==> config.mk <==
export PLATFORM = sky130hd
export DESIGN_NAME = pipelined_barrel_shifter
export DESIGN_NICKNAME = d
export VERILOG_FILES = /design/src/rtl/pipelined_barrel_shifter_pkg.sv /design/src/rtl/pipelined_barrel_shifter_stage.sv /design/src/rtl/pipelined_barrel_shifter.sv
export SDC_FILE = /design/constraint.sdc
export NUM_CORES = 1
export LEC_CHECK = 0
export BUFFER_PORTS_ARGS = -buffer_cell sky130_fd_sc_hd__buf_2
export CAP_MARGIN = 20
export CORE_MARGIN = 2
export CORE_UTILIZATION = 56
export DETAILED_ROUTE_END_ITERATION = 12
export PLACE_DENSITY = 0.78
export SYNTH_ARGS = -nofsm -noshare
export SYNTH_HDL_FRONTEND = slang
export SYNTH_HIERARCHICAL = 1
export SYNTH_SLANG_ARGS = --single-unit
==> constraint.sdc <==
create_clock -name clk -period 2.6 [get_ports clk]
set_clock_uncertainty 0.15 [all_clocks]
set_input_delay 0.52 -clock clk [delete_from_list [all_inputs] [get_ports clk]]
set_output_delay 0.52 -clock clk [all_outputs]
set_load 0.005 [all_outputs]
==> src/rtl/pipelined_barrel_shifter_pkg.sv <==
// Shared types for the pipelined barrel shifter: shift mode encoding.
// Build option ROTATE_EN enables the rotate-left mode in shift_stage.
package shift_pkg;

    typedef enum logic [1:0] {
        SH_SLL = 2'b00,
        SH_SRL = 2'b01,
        SH_SRA = 2'b10,
        SH_ROL = 2'b11
    } shift_mode_t;

endpackage

==> src/rtl/pipelined_barrel_shifter_stage.sv <==
// One combinational shift step of fixed distance DIST for the selected mode.
// With ROTATE_EN undefined, mode 11 falls through to SLL and no wrap path exists.
module shift_stage
    import shift_pkg::*;
#(
    parameter int WIDTH = 8,
    parameter int DIST  = 1
) (
    input  logic [WIDTH-1:0] data,
    input  logic             en,
    input  logic [1:0]       mode,
    input  logic             sign,
    output logic [WIDTH-1:0] result
);

    always_comb begin
        result = data;
        if (en) begin
            case (shift_mode_t'(mode))
                SH_SRL:  result = {{DIST{1'b0}}, data[WIDTH-1:DIST]};
                // sign is the original operand MSB, not this stage's MSB
                SH_SRA:  result = {{DIST{sign}}, data[WIDTH-1:DIST]};
`ifdef ROTATE_EN
                SH_ROL:  result = {data[WIDTH-1-DIST:0], data[WIDTH-1:WIDTH-DIST]};
`endif
                default: result = {data[WIDTH-1-DIST:0], {DIST{1'b0}}};
            endcase
        end
    end

endmodule

==> src/rtl/pipelined_barrel_shifter.sv <==
// Pipelined barrel shifter: one registered stage per shift-amount bit, global stall.
// Define ROTATE_EN to make mode 11 a rotate-left; otherwise it behaves as SLL.
module pipelined_barrel_shifter
    import shift_pkg::*;
#(
    parameter int WIDTH = 8,
    localparam int SHW = $clog2(WIDTH)
) (
    input  logic             clk,
    input  logic             rst_n,
    input  logic             in_valid,
    output logic             in_ready,
    input  logic [WIDTH-1:0] in_data,
    input  logic [SHW-1:0]   in_amt,
    input  logic [1:0]       in_mode,
    output logic             out_valid,
    input  logic             out_ready,
    output logic [WIDTH-1:0] out_data,
    output logic             out_zero
);

    typedef struct packed {
        logic             valid;
        logic [WIDTH-1:0] data;
        logic [SHW-1:0]   amt;
        shift_mode_t      mode;
        logic             sign;
    } slot_t;

    logic  adv;
    slot_t head;

    assign head = '{valid: in_valid, data: in_data, amt: in_amt,
                    mode: shift_mode_t'(in_mode), sign: in_data[WIDTH-1]};

    for (genvar k = 0; k < SHW; k++) begin : g_stage
        slot_t            src;
        slot_t            q;
        logic [WIDTH-1:0] shifted;
        logic             unused_ctrl;

        if (k == 0) begin : g_head
            assign src = head;
        end else begin : g_link
            assign src = g_stage[k-1].q;
        end

        shift_stage #(
            .WIDTH (WIDTH),
            .DIST  (1 << k)
        ) u_stage (
            .data   (src.data),
            .en     (src.amt[k]),
            .mode   (src.mode),
            .sign   (src.sign),
            .result (shifted)
        );

        // bubbles advance with the rest; nothing is collapsed during a stall
        always_ff @(posedge clk or negedge rst_n) begin
            if (!rst_n) begin
                q <= '0;
            end else if (adv) begin
                q <= '{valid: src.valid, data: shifted, amt: src.amt,
                       mode: src.mode, sign: src.sign};
            end
        end

        // control fields already consumed by this or earlier stages
        assign unused_ctrl = ^{q.amt, q.mode, q.sign};
    end

    assign out_valid = g_stage[SHW-1].q.valid;
    assign out_data  = g_stage[SHW-1].q.data;
    assign out_zero  = out_valid & ~|out_data;
    assign adv       = out_ready | ~out_valid;
    assign in_ready  = adv;

endmodule

==> flow_metrics.tcl, run 1 <==
set metrics [dict create \
    outcome "finished, final reports clean" \
    avgRoutedWirePerCell_um 15.00 \
    route.final.wire_length_um 3541 \
    p_int_uw 1214 \
    grt_antenna_before_repair 0 \
    pwr_density_cell_nw_per_um2 861.4 \
    rsz_0062_raised_after_global_routing "no" \
    synth-seq-area-share 0.4548 \
    power.sequential.fraction 0.491 \
    detailed_placement_wirelength_estimate_um 2699 \
    cts-root-to-sink-buffers 2 \
    endpoint_kind "output port" \
    grt_overflow 0 \
    vias 1354 \
    ys_ff_latch 36 \
    setup_total_negative_slack_ns 0 \
    antenna_cells 0 \
    number_of_global_route_vias_before_repair 1297 \
    post_synthesis_instance_total 161 \
    tritoncts_num_sinks 36 \
    p_clk_frac 0.147 \
    clock_latency_ns 0.33 \
    boundaryPins 28 \
    max_clock_freq_mhz 432.3 \
    cts_made_buffers 5 \
    yosys.area_share.simple 0.1308 \
    synth_fa_ha_area_frac 0.03790 \
    critPathRequiredTime_ns 1.93 \
    max_slew_headroom_at_the_worst_pin 0.4759 \
    post_synth_num_cell_types 25 \
    tightest_slew_ns 0.7861 \
    synth-xor-area-share 0 \
    die_outline_area_um2 4028 \
    setup_viol_count_final 0 \
    timing.setup.critical_path_class "reg2out" \
    layout.cells.most_common_list "36 x sky130_fd_sc_hd__dfrtp_1, 27 x sky130_fd_sc_hd__buf_2, 19 x sky130_fd_sc_hd__mux2_1" \
    pin_count_of_the_biggest_net_entering_global_routing 37 \
    cts_hold_repair.buffers 0 \
    die-height_um 63.47 \
    combPwrFrac 0.362 \
    finalHoldViolations 0 \
    tritoncts "done" \
    final_layout_size_suffix_gt1_frac 0.4105 \
    hold_class "in2async" \
    post_drt_via_cell_ratio 5.737 \
    place.port_buffers 27 \
    flow.area_growth_from_synthesis_pct 8.654 \
    die_w_um 63.47 \
    synth.area.mux_share 0.1990 \
    gp_routability_congestion 0.8157 \
    vdd_drop_max_uv 353.7 \
    final_common_cell "sky130_fd_sc_hd__dfrtp_1" \
    worstSetupStartpointType "register" \
    switching_share 0.3451 \
    clock_pin_slew_reported_for_the_worst_setup_and_hold_paths_after_clock_tree_synthesis_ns 0.10 \
    floorplan.initialDensity 0.5889 \
    drv_cap 0 \
    ant_nets 0 \
    groute.usage.overall 0.1897 \
    power_leakage_uw 0.001043 \
    clock-root-buffer "sky130_fd_sc_hd__clkbuf_4" \
    post_dp_cell_area_um2 2106 \
    htree_num_levels 2 \
    layout.nets 213 \
    layout_min_cycle_time_ns 2.313 \
    design_power_total_uw 1854 \
    min_period_over_period 0.8898 \
    reg2regPathDepth 5 \
    postSynthAreaPerCell_um2 12.30 \
    synthesis.yosys.warnings 6 \
    synthesis.nets 184 \
    crit_fanout 3 \
    cts_resized 0 \
    crit_arrival_ns 1.64 \
    timing_max_transition_violations_final 0 \
    main_combinational_cell_family_by_area_after_synthesis "multiplexers" \
    drt_pass1_iterations 5 \
    cts_post_setup_buffers_inserted 0 \
    drt_drc_violations_left 0 \
    grt_first_pass_wirelength_um 5899 \
    fp-row-count 21 \
    final_design_area_no_fill_um2 2152 \
    drtIter0Drc 58 \
    netSwitchingPower_uw 639.7 \
    syn-cell-area_um2 1981 \
    synth-compound-area-share 0.1105 \
    coreArea_um2 3363 \
]
per-stage QoR:
step	std cells	hold WS, ns	util	setup slack, ns
2_1_floorplan	161	0.07441	-	0.6368
3_3_place_gp	229	0.2903	0.6261	0.4857
3_5_place_dp	229	0.2994	0.6261	0.4411
4_1_cts	236	0.1209	0.6399	0.2686
5_1_grt	236	0.1665	0.6399	0.1561
6_report	236	0.1081	0.6399	0.2866
final cells by class:
| class | count | area [µm²] |
|---|---|---|
| clock buffers | 6 | 41.29 |
| clock inverters | 1 | 5.005 |
| fillers | 297 | 1211 |
| inverters | 12 | 50.05 |
| multi-input cells | 106 | 947.2 |
| flip-flops and latches | 36 | 900.9 |
| well taps | 46 | 57.56 |
| repair buffers | 29 | 150.1 |
routing by layer:
layer,track usage,vias up,routed length [µm]
li1,-,643,-
met1,0.2203,672,1523
met2,0.3224,30,1798
met3,0.05893,9,142
met4,0.08152,0,76
met5,0,-,0
synth_stat cells (all sizes together):
cell type | n | area [µm²]
or4b | 1 | 10.01
nand2b | 2 | 12.51
dfrtp | 36 | 900.9
nor2 | 9 | 33.78
o22ai | 4 | 25.02
a22o | 3 | 30.03
nand2 | 11 | 41.29
a31oi | 7 | 43.79
inv | 12 | 50.05
nor4 | 1 | 12.51
or3 | 1 | 6.260
o21bai | 1 | 11.26
a221o | 10 | 108.9
nor3 | 2 | 32.53
ha | 6 | 75.07
and3 | 10 | 75.07
mux2 | 35 | 394.1
buf | 7 | 82.57
nand3b | 3 | 35.03
final timing paths:
check                                 start  slack [ns]          endpoint
max                             out_data[4]        0.29          out_zero
min                                   rst_n        0.11   g_stage[1].q[0]
max reg2reg                 g_stage[0].q[1]        0.65  g_stage[1].q[10]
min reg2reg                g_stage[1].q[14]        0.32         out_valid
max in group asynchronous             rst_n        1.70   g_stage[1].q[6]
min in group clk                  in_amt[1]        0.26   g_stage[0].q[4]
power by group through the flow:
stage                     Clock (µW)  Combinational (µW)  Sequential, µW
final                            272                 671             910
after global routing             306                 739             936
after CTS                        282                 674             912
after detailed placement           0                 671             925
after global placement             0                 647             905
after floorplan                    0                 559             866
kinds of logic after synthesis:
| family | count (synthesis) |
|---|---|
| compound gates | 25 |
| fa+ha+maj | 6 |
| buf+inv | 19 |
| flops | 36 |
| mux | 35 |
| simple gates | 40 |
worst max-delay path, stage by stage, from the launching register on:
cell and delay (ns):
sky130_fd_sc_hd__dfrtp_1 0.40, sky130_fd_sc_hd__or4b_1 0.55, sky130_fd_sc_hd__nor4_2 0.21, sky130_fd_sc_hd__buf_2 0.15
state kept, by name (all words and copies together) (netlist names):
signal and flops:
out_data 8, out_valid 1, g_stage.q 27
(Power assumes the default switching activity.)
==> run 2: changes to the inputs <==
--- a/config.mk
+++ b/config.mk
@@ -13,5 +13,4 @@
 export PLACE_DENSITY = 0.78
 export SYNTH_ARGS = -nofsm -noshare
 export SYNTH_HDL_FRONTEND = slang
-export SYNTH_HIERARCHICAL = 1
 export SYNTH_SLANG_ARGS = --single-unit
==> run 2 against run 1 <==
Die area shrank 0.77%. Sequential share of layout area up 0.95 points. Total power grew 8.3%. Worst hold slack got worse by 0.011 ns. Global-route usage is 0.97 points higher. Sequential power increased by 8.0%. Wire length increased by 1.9%. Largest cell class unchanged.
==> flow_metrics.tcl, run 2 <==
set metrics [dict create \
    outcome "finished, final reports clean" \
    rsz_0062_raised_after_global_routing "no" \
    place.port_buffers 27 \
    dominantRegCellSynth "sky130_fd_sc_hd__dfrtp_1" \
    post-synth-top-area-cell "sky130_fd_sc_hd__dfrtp_1" \
    gp_routability_congestion 0.9040 \
    min_period_over_period 0.8256 \
    groute.usage.overall 0.1994 \
    worstSetupStartpointType "register" \
    post_drt_via_cell_ratio 5.441 \
    floorplan.initialDensity 0.5841 \
    grt_antenna_before_repair 0 \
    layout.cells.most_common_list "48 x sky130_fd_sc_hd__nand2_1, 36 x sky130_fd_sc_hd__dfrtp_1, 27 x sky130_fd_sc_hd__o21ai_1, 27 x sky130_fd_sc_hd__buf_2, 11 x sky130_fd_sc_hd__nor2_1" \
    synth-seq-area-share 0.4586 \
    rr_startpoint "g_stage[0].q[1]" \
    max_slew_headroom_at_the_worst_pin 0.4858 \
    hold_class "in2async" \
    post_synth_num_cell_types 28 \
    layout.nets 264 \
    postLayoutSetupSlackWorst_ns 0.4533 \
    drv_cap 0 \
    async_flop_share 1.000 \
    largest-register "g_stage.q" \
    detailed_placement_wirelength_estimate_um 2519 \
    timing_max_transition_violations_final 0 \
    synthesis.yosys.warnings 0 \
    max_clock_freq_mhz 465.8 \
    fp-row-count 21 \
    tritoncts "done" \
    vdd_drop_max_uv 411.2 \
    crit_fanout 3 \
    cts-root-to-sink-buffers 2 \
    setup_total_negative_slack_ns 0 \
    setup_slack_reg_to_reg_ns 0.89 \
    die_outline_area_um2 3997 \
    synth_edf_count 0 \
    pin_count_of_the_biggest_net_entering_global_routing 41 \
    post_synthesis_instance_total 220 \
    vias 1567 \
    power_leakage_uw 0.0009971 \
    tritoncts_num_sinks 36 \
    grt_first_pass_wirelength_um 6292 \
    clock-root-buffer "sky130_fd_sc_hd__clkbuf_4" \
    synthesis.nets 243 \
    syn-cell-area_um2 1964 \
    largest_register_ff_count 27 \
    timing.setup.critical_path_class "reg2out" \
    netlist_top_cells_area "sky130_fd_sc_hd__dfrtp_1 46%, sky130_fd_sc_hd__nand2_1 9.2%, sky130_fd_sc_hd__o21ai_1 6.9%, sky130_fd_sc_hd__buf_6 4.0%, sky130_fd_sc_hd__ha_1 3.8%" \
    finalHoldViolations 0 \
    grt_overflow 0 \
    yosys.cell_count.top_type "sky130_fd_sc_hd__nand2_1" \
    ranking_of_synthesized_cells_by_instance_count "48 x sky130_fd_sc_hd__nand2_1, 36 x sky130_fd_sc_hd__dfrtp_1, 27 x sky130_fd_sc_hd__o21ai_1" \
    tightest_slew_ns 0.7713 \
    final_util 0.6257 \
    antenna_cells 0 \
    die-height_um 63.23 \
    pwr_density_cell_nw_per_um2 954.1 \
    setup_viol_count_final 0 \
    flow.area_growth_from_synthesis_pct 7.134 \
    worst_setup_path_startpoint "out_data[2]" \
    crit_arrival_ns 1.48 \
    cts_hold_repair.buffers 0 \
    fin_worst_hold_slack_ns 0.09748 \
    drt_drc_violations_left 0 \
    final_layout_size_suffix_gt1_frac 0.1736 \
    number_of_global_route_vias_before_repair 1454 \
    endpoint_kind "output port" \
    layout_min_cycle_time_ns 2.147 \
    clock_pin_slew_reported_for_the_worst_setup_and_hold_paths_after_clock_tree_synthesis_ns 0.11 \
    drtIter0Drc 104 \
    cts_post_setup_buffers_inserted 0 \
    route.final.wire_length_um 3610 \
    die_w_um 63.23 \
    cts_resized 0 \
    critPathRequiredTime_ns 1.93 \
    postSynthAreaPerCell_um2 8.929 \
    final_common_cell "sky130_fd_sc_hd__nand2_1" \
    ant_nets 0 \
    htree_num_levels 2 \
    avgRoutedWirePerCell_um 12.53 \
    cts_made_buffers 5 \
    clock_latency_ns 0.33 \
    synth_top_area_frac 0.4586 \
    drt_pass1_iterations 4 \
    ys_ff_latch 36 \
    boundaryPins 28 \
    place_ws_ns 0.6644 \
    coreArea_um2 3363 \
]
## run 2: worst paths after layout
kind | end | cells after the start
worst min register to register | out_valid | 1
worst max-delay path | out_zero | 4
worst min-delay path | out_data[2] | 1
max in group asynchronous | g_stage[0].q[11] | 1
worst max register to register | g_stage[1].q[7] | 5
min in group clk | g_stage[0].q[5] | 3
## run 2: area by class of cell
cell class | count | area [µm²]
clock buffer | 8 | 58.81
fill | 314 | 1259
inverter | 9 | 36.28
multi-input combinational | 161 | 908.4
sequential | 36 | 900.9
tap | 46 | 57.56
timing repair buffer | 28 | 142.6
## run 2: kinds of logic (layout without fill, tap and decap cells)
family          count (synthesis)  count (layout)  share of synthesized area
compound gates                 65              65                     0.2096
flops                          36              36                     0.4586
fa+ha+maj                       6               6                    0.03822
simple gates                   90              90                     0.2147
buf+inv                        23              45                    0.07898
## run 2: where the power goes
| part | total (µW) | switching (µW) | leakage [µW] | internal, µW |
|---|---|---|---|---|
| logic | 720 | 388 | 0.000531 | 332 |
| registers | 983 | 208 | 0.000433 | 775 |
| clock network | 305 | 171 | 0.0000326 | 133 |
## run 2: metal layers
metal,part of all wire,global-route usage
met1,0.45,0.2338
met2,0.49,0.3444
met3,0.038,0.03750
met4,0.021,0.1087
met5,0,0
## run 2: metrics by stage
stage	cell area [µm²]	power, µW	cells
detailed placement	2046	1715	280
finish	2105	2008	288
CTS	2105	2020	288
global placement	2046	1695	280
global route	2105	2177	288
floorplan	1964	1535	220
## run 2: critical path, cell delays in order, from the launching register on
cell                       delay [ns]
sky130_fd_sc_hd__dfrtp_1         0.40
sky130_fd_sc_hd__nor4_1          0.32
sky130_fd_sc_hd__nand3b_1        0.11
sky130_fd_sc_hd__nor4_1          0.16
sky130_fd_sc_hd__buf_2           0.15
